<file path="config.mk">
export PLATFORM = sky130hd
export DESIGN_NAME = serial_mag_comp
export DESIGN_NICKNAME = d
export VERILOG_FILES = /design/src/rtl/serial_comp_pkg.sv /design/src/rtl/comp2_slice.sv /design/src/rtl/serial_mag_comp.sv
export SDC_FILE = /design/constraint.sdc
export NUM_CORES = 1
export LEC_CHECK = 0
export ABC_CLOCK_PERIOD_IN_PS = 3190
export BUFFER_PORTS_ARGS = -buffer_cell sky130_fd_sc_hd__buf_2
export CORE_MARGIN = 3
export CORE_UTILIZATION = 40
export DETAILED_ROUTE_END_ITERATION = 8
export PLACE_DENSITY = 0.7
export SYNTH_ARGS = -nofsm -noshare
export SYNTH_HDL_FRONTEND = slang
export SYNTH_SLANG_ARGS = --single-unit
</file>
<file path="constraint.sdc">
create_clock -name clk -period 3.19 [get_ports clk]
set_input_delay 0.319 -clock clk [delete_from_list [all_inputs] [get_ports clk]]
set_output_delay 0.319 -clock clk [all_outputs]
set_load 0.02 [all_outputs]
</file>
<file path="src/rtl/serial_comp_pkg.sv">
// rtl/serial_comp_pkg.sv - shared FSM state type and width helpers for the serial comparator
package serial_comp_pkg;

  typedef enum logic [1:0] {
    IDLE = 2'd0,
    RUN  = 2'd1,
    DONE = 2'd2
  } state_t;

  function automatic int calc_ns(input int width);
    return width / 2;
  endfunction

  function automatic bit width_ok(input int width);
    return (width >= 2) && ((width % 2) == 0);
  endfunction

endpackage

</file>
<file path="src/rtl/comp2_slice.sv">
// rtl/comp2_slice.sv - combinational 2-bit unsigned comparator slice
module comp2_slice (
  input  logic [1:0] a,
  input  logic [1:0] b,
  output logic       eq,
  output logic       gt,
  output logic       lt
);

  logic [1:0] w_e;
  logic [1:0] w_g;
  logic [1:0] w_l;

  assign w_e = ~(a ^ b);
  assign w_g = a & ~b;
  assign w_l = ~a & b;

  assign gt = w_g[1] | (w_e[1] & w_g[0]);
  assign lt = w_l[1] | (w_e[1] & w_l[0]);
  assign eq = w_e[1] & w_e[0];

endmodule

</file>
<file path="src/rtl/serial_mag_comp.sv">
// rtl/serial_mag_comp.sv - serial MSB-first magnitude comparator; SERIAL_COMP_EARLY_EXIT_EN stops on first unequal slice
module serial_mag_comp
  import serial_comp_pkg::*;
#(
  parameter int WIDTH = 8
) (
  input  logic             clk,
  input  logic             rst_n,
  input  logic             in_valid,
  output logic             in_ready,
  input  logic [WIDTH-1:0] a,
  input  logic [WIDTH-1:0] b,
  output logic             out_valid,
  input  logic             out_ready,
  output logic             eq,
  output logic             gt,
  output logic             lt
);

  localparam int NS    = calc_ns(WIDTH);
  localparam int POS_W = (NS > 1) ? $clog2(NS) : 1;

  generate
    if (!width_ok(WIDTH)) begin : g_bad_width
      $error("serial_mag_comp: WIDTH must be even and >= 2");
    end
  endgenerate

  state_t           r_state;
  state_t           w_next_state;
  logic [WIDTH-1:0] r_a;
  logic [WIDTH-1:0] r_b;
  logic [POS_W-1:0] r_pos;
  logic             r_decided;
  logic             r_gt;
  logic             r_lt;
  logic             r_eq_o;
  logic             r_gt_o;
  logic             r_lt_o;

  logic [1:0]       w_a_sl;
  logic [1:0]       w_b_sl;
  logic             w_sl_eq;
  logic             w_sl_gt;
  logic             w_sl_lt;
  logic             w_sl_neq;
  logic             w_last;
  logic             w_gt_fin;
  logic             w_lt_fin;

  assign w_a_sl = r_a[{r_pos, 1'b0} +: 2];
  assign w_b_sl = r_b[{r_pos, 1'b0} +: 2];

  comp2_slice u_slice (
    .a  (w_a_sl),
    .b  (w_b_sl),
    .eq (w_sl_eq),
    .gt (w_sl_gt),
    .lt (w_sl_lt)
  );

  assign w_sl_neq = ~w_sl_eq;

`ifdef SERIAL_COMP_EARLY_EXIT_EN
  assign w_last = (r_pos == '0) || w_sl_neq;
`else
  assign w_last = (r_pos == '0);
`endif

  // The first unequal slice wins; later slices only matter if nothing was decided yet.
  assign w_gt_fin = r_decided ? r_gt : w_sl_gt;
  assign w_lt_fin = r_decided ? r_lt : w_sl_lt;

  assign in_ready  = (r_state == IDLE) && rst_n;
  assign out_valid = (r_state == DONE);
  assign eq        = r_eq_o;
  assign gt        = r_gt_o;
  assign lt        = r_lt_o;

  always_comb begin
    w_next_state = r_state;
    case (r_state)
      IDLE:    if (in_valid)  w_next_state = RUN;
      RUN:     if (w_last)    w_next_state = DONE;
      DONE:    if (out_ready) w_next_state = IDLE;
      default: w_next_state = IDLE;
    endcase
  end

  always_ff @(posedge clk) begin
    if (!rst_n) begin
      r_state <= IDLE;
    end else begin
      r_state <= w_next_state;
    end
  end

  always_ff @(posedge clk) begin
    if (!rst_n) begin
      r_decided <= 1'b0;
      r_gt      <= 1'b0;
      r_lt      <= 1'b0;
      r_eq_o    <= 1'b0;
      r_gt_o    <= 1'b0;
      r_lt_o    <= 1'b0;
    end else begin
      case (r_state)
        IDLE: begin
          if (in_valid) begin
            r_a       <= a;
            r_b       <= b;
            r_pos     <= POS_W'(NS - 1);
            r_decided <= 1'b0;
            r_gt      <= 1'b0;
            r_lt      <= 1'b0;
          end
        end
        RUN: begin
          if (!r_decided && w_sl_neq) begin
            r_decided <= 1'b1;
            r_gt      <= w_sl_gt;
            r_lt      <= w_sl_lt;
          end
          if (w_last) begin
            r_gt_o <= w_gt_fin;
            r_lt_o <= w_lt_fin;
            r_eq_o <= ~(w_gt_fin | w_lt_fin);
          end else begin
            r_pos <= r_pos - 1'b1;
          end
        end
        DONE: begin
          if (out_ready) begin
            r_eq_o <= 1'b0;
            r_gt_o <= 1'b0;
            r_lt_o <= 1'b0;
          end
        end
        default: ;
      endcase
    end
  end

endmodule
</file>
# Word level (Yosys, flattened, before mapping)
# Index checks and enable logic that the tools add are counted.
[totals]
elab_cells = 69
output_inout_bits = 5
in_bits = 20
register_bits = 26
[classes]
n_reduce_logical = 12
n_bitwise = 14
shift = 2
addsub = 1
n_mux = 23
n_eq_ne = 7
[ops]
columns = ["cell", "count"]
rows = [
  ["8-bit by 4-bit indexed part select with 2-bit output", 2],
  ["1-bit one-hot mux with 2 select lines", 6],
  ["3-bit AND reduction", 4],
  ["1-bit two-way mux", 10],
  ["2-bit two-way mux", 5],
  ["2-bit != test (second input constant)", 4],
  ["2-bit NOT", 3],
  ["2-bit one-hot mux with 3 select lines", 1],
  ["2-bit bitwise AND", 2],
  ["2-bit zero test", 2],
  ["2-bit one-hot mux with 2 select lines", 1],
  ["4-bit AND reduction", 1],
  ["2-bit nonzero test", 2],
  ["1-bit bitwise AND", 3],
  ["1-bit OR", 3],
  ["2-bit by 1-bit == test with 1-bit output (second input constant)", 1],
  ["2-bit == test (second input constant)", 1],
  ["1-bit logical AND", 2],
  ["2-bit by 1-bit != test with 1-bit output (second input constant)", 1],
  ["1-bit NOT", 2],
  ["2-bit by 1-bit subtractor with 2-bit output (second input constant)", 1],
  ["2-bit bitwise XOR", 1],
  ["1-bit zero test", 1],
]

# Logic depth before layout (Yosys ltp)
[logic_depth]
depth_word = 10
mapped_depth = 7
depth_no_buf = 6

# Cells and area by module
# A second synthesis with hierarchy kept.
[hier_totals]
cells_unflattened = 88
hier_area_um2 = 1152.4
[by_module_without_submodules]
columns = ["mod", "cells_each", "area_per_inst_um2", "n_inst"]
rows = [
  ["serial_mag_comp", 77, 1064.8, 1],
  ["comp2_slice", 11, 87.6, 1],
]

# Worst setup path before layout
# OpenSTA, ideal clock, no wires.
[synth_timing]
kind = "register -> register"
startpoint = "register r_pos[0]"
endpoint = "register r_eq_o, in the netlist eq"
arrival_time_ns = 1.880
path_slack_ns = 1.223
setup_ns = 0.087
path_stages_with_launch = 7
path_cell_list = "edfxtp_1 -> buf_2 -> mux4_2 -> ha_1 -> a211oi_1 -> o22ai_1 -> o31ai_1"
[synth_via]
elab_chain_len = 10
[synth_lines]
columns = ["item", "line_no", "rtl"]
rows = [
  ["from (decl)", "serial_mag_comp.sv:33", "logic [POS_W-1:0] r_pos;"],
  ["from (signal assigned)", "serial_mag_comp.sv:112", "r_pos <= POS_W'(NS - 1);"],
  ["from (signal assigned)", "serial_mag_comp.sv:129", "r_pos <= r_pos - 1'b1;"],
  ["8-bit by 4-bit indexed part select with 2-bit output (on tied branches)", "serial_mag_comp.sv:51, serial_mag_comp.sv:52", ""],
  ["2-bit bitwise XOR (tied with other cells)", "comp2_slice.sv:14", "assign w_e = ~(a ^ b);"],
  ["2-bit NOT (tied with other cells)", "comp2_slice.sv:14", ""],
  ["1-bit bitwise AND (on tied branches)", "comp2_slice.sv:18, comp2_slice.sv:19", ""],
  ["1-bit OR (on tied branches)", "comp2_slice.sv:18, comp2_slice.sv:19", ""],
  ["1-bit two-way mux (on tied branches)", "serial_mag_comp.sv:71, serial_mag_comp.sv:72", ""],
  ["1-bit OR", "serial_mag_comp.sv:127", "r_eq_o <= ~(w_gt_fin | w_lt_fin);"],
  ["1-bit NOT", "serial_mag_comp.sv:127", ""],
  ["1-bit two-way mux", "serial_mag_comp.sv:124", "if (w_last) begin"],
  ["1-bit one-hot mux with 2 select lines", "serial_mag_comp.sv:107", "case (r_state)"],
  ["to (signal assigned)", "serial_mag_comp.sv:127", ""],
  ["to (decl)", "serial_mag_comp.sv:37", "logic r_eq_o;"],
]
# Several ways; a longest one is shown, not always the timed one. The select of a mux whose other input is x is not followed.
# A chain may end at the register's enable or synchronous reset.

# Worst setup path after layout
# Same ends and word-level chain as after synthesis.

==> summary.md <==
| Metric | Value |
|---|---|
| Dpl hpwl | 1340 µm |
| DR WL/cell | 12.0 µm |
| Buffers on Ports | 24 |
| CTS Buf Count | 3 |
| Post-synthesis register bit count | 26 |
| Max-cap violations | 0 |
| Area delta synth->final | 16.2% |
| Initial Utilization | 44.3% |
| Critical path class | flip-flop to flip-flop |
| Outcome | complete, no violations |
| Post-synthesis simple-gate area fraction | 13.8% |
| Pin count of the biggest net entering global routing | 17 |
| Root Driver | clkbuf_4 |
| Die W | 59.6 µm |
| Hold path depth | 1 |
| Net Count, Synth | 107 |
| Rel. slew slack | 80.3% |
| 1st-iter DRT viols | 25 |
| Critical R2R Launch | r_pos[0] |
| Clk Latency, worst-skew pair | 0.31 ns |
| Grt total ovfl | 0 |
| Post-synthesis mux area share | 7.85% |
| Core ar. | 2590 µm² |
| WHS | 0.169 ns |
| CP max FO | 6 |
| Adder-Cell Fraction of Synth Area | 5.45% |
| Synth warn | 0 |
| CTS Hold Bufs | 0 |
| CTS tree | built |
| FF-to-FF End | eq |
| Setup Fix Bufs, Post-CTS | 0 |
| Tot GR Track Use | 10.8% |
| Req. time, crit path | 3.42 ns |
| CTS resizes | 0 |
| Min Clock Period, post-route | 2.15 ns |
| # rows | 18 |
| Lkg Pwr | 0.000560 µW |
| Initial antenna violation count | 0 |
| Synth Area in Compound Gates | 9.05% |
| Ports | 25 |
| Register area share after synthesis | 61.1% |
| Die Y-Extent | 59.6 µm |
| Worst hold endpoint | r_b[7] |
| HP Class | primary input to flip-flop |
| Antenna diodes | 0 |
| Die ar. | 3550 µm² |
| Reg2Reg Setup Slack | 1.04 ns |
| Post-Route Setup TNS | 0 ns |
| Residual DRC | 0 |
| Clk buf depth | 2 |
| Highest ir drop seen on vdd | 0.315 mV |
| Worst-Margin Slew | 0.295 ns |
| Via/cell ratio | 5.21 |
| CTS sink count | 26 |
| Final ANT Viol Nets | 0 |
| Post-Syn Instances | 82 |
| Post-Synth XOR/XNOR Area | 0% |
| Drt total wl | 1680 µm |
| Via Count | 729 |
| Clock Skew | 0.00190 ns |
| RD Place Congestion | 0.820 |
| Vias in the first global route | 709 |
| Worst Path Arrival | 2.39 ns |
| Cell Pwr Density | 452 nW/µm² |
| Layout cells sized above 1 | 31.8% |
| First-pass GRT wire length | 2900 µm |
| F_max | 0.464 GHz |
| CTS H-tree depth | 1 |
| Count of final max-slew check failures | 0 |
| Cell Area, Synth | 1150 µm² |
| Yosys cell types | 25 |
| Final Cycle Share | 67.5% |
| Endpoints failing hold | 0 |
| Final Setup Violations | 0 |
| Length in cells of the worst reg-to-reg path | 6 |
| Avg Cell Area, Syn | 14.0 µm² |
| First-pass DRT Iterations | 4 |
| # nets final | 136 |
| Startpoint Class | flip-flop |
| Endpoint type of the worst setup path | flip-flop |
| Largest family of logic cells by synthesized area | simple AND/OR/NAND/NOR gates |
| Reg clk slew, reported paths | 0.13 ns |
| RSZ-0062 raised after global routing | no |
| Hold_sp | b[7] |
## report_power, final
group          switching (µW)  internal, µW
clock                    91.3          45.8
combinational            38.3          39.0
sequential               10.9           378
total                     141           463
## worst max-delay path by stage
stage,start,end
finish,r_pos[0],eq
global route,r_pos[0],eq
detailed placement,r_pos[0],eq
CTS,r_pos[0],eq
floorplan,r_pos[0],eq
global placement,r_pos[0],eq
## synth_stat cells
| cell | count | area, µm² |
|---|---|---|
| a211oi_1 | 2 | 15.0 |
| nand3b_4 | 1 | 20.0 |
| mux4_2 | 4 | 90.1 |
| dfxtp_1 | 8 | 160 |
| o22ai_1 | 1 | 6.26 |
| inv_1 | 7 | 26.3 |
| and2b_1 | 1 | 7.51 |
| nand3b_1 | 1 | 7.51 |
| nand2_1 | 3 | 11.3 |
| buf_2 | 1 | 5.00 |
| o31ai_1 | 1 | 7.51 |
| or3_1 | 2 | 12.5 |
| nand4_1 | 1 | 6.26 |
| nor2_1 | 3 | 11.3 |
| nand3_1 | 2 | 10.0 |
| ha_1 | 5 | 62.6 |
| nor2b_1 | 3 | 18.8 |
| a21oi_1 | 7 | 35.0 |
| nand2b_1 | 3 | 18.8 |
| edfxtp_1 | 18 | 541 |
| a22oi_1 | 3 | 22.5 |
| or2b_1 | 1 | 7.51 |
| or3b_2 | 1 | 8.76 |
| a311oi_1 | 2 | 17.5 |
| nor3b_4 | 1 | 18.8 |
## placed cells by master, fill, tap and decap left out, types with 2 or more instances in the layout
| cell type | count |
|---|---|
| nand3_1 | 2 |
| a22oi_1 | 3 |
| ha_1 | 5 |
| a311oi_1 | 2 |
| edfxtp_1 | 18 |
| a21oi_1 | 7 |
| nor2_1 | 3 |
| a211oi_1 | 2 |
| mux4_2 | 4 |
| or3_1 | 2 |
| nor2b_1 | 3 |
| clkbuf_4 | 3 |
| inv_1 | 7 |
| dfxtp_1 | 8 |
| nand2_1 | 3 |
| buf_2 | 24 |
| nand2b_1 | 3 |
## per-layer routing
metal  GRT usage, %  wire length (µm)  vias up
met5              0                 0        -
met4           3.80                 0        0
met3           2.61                98        0
met2           17.8               815       17
met1           13.8               771      341
li1               -                 -      371
## flip-flops by register name, indices dropped and copies added, names as in the netlist
| name | count |
|---|---|
| r_a | 8 |
| r_b | 8 |
| r_pos | 2 |
| r_state | 2 |
| eq | 1 |
| gt | 1 |
| lt | 1 |
| r_decided | 1 |
| r_gt | 1 |
| r_lt | 1 |
## per-stage QoR
step                      total power (µW)  cells  setup WS (ns)  utilization (%)  instance area [µm²]
after CTS                              611    140          0.987             51.5                 1330
after global placement                 473    136           1.11             50.5                 1310
final                                  603    140           1.04             51.5                 1330
after floorplan                        449     82           1.22                -                 1150
after detailed placement               475    136           1.02             50.5                 1310
after global routing                   638    140          0.855             51.5                 1330
## cells by family after synthesis
group                    Yosys count
AO/OA/AOI/OAI                     16
adder cells (fa/ha/maj)            5
buffers and inverters              8
flip-flops                        26
multiplexers                       4
AND/OR/NAND/NOR                   23
## critical path, cell delays in order, from the launching register on
cell	delay [ns]
edfxtp_1	0.54
mux4_2	0.56
inv_1	0.07
ha_1	0.27
a211oi_1	0.29
o22ai_1	0.13
o31ai_1	0.21
## area by class of cell
type | instances | area [µm²]
clock buffers | 3 | 22.5
clock inverters | 1 | 3.75
fillers | 229 | 1260
inverters | 7 | 26.3
multi-input cells | 48 | 415
flip-flops and latches | 26 | 701
well taps | 30 | 37.5
repair buffers | 25 | 128
(Power assumes the default switching activity.)
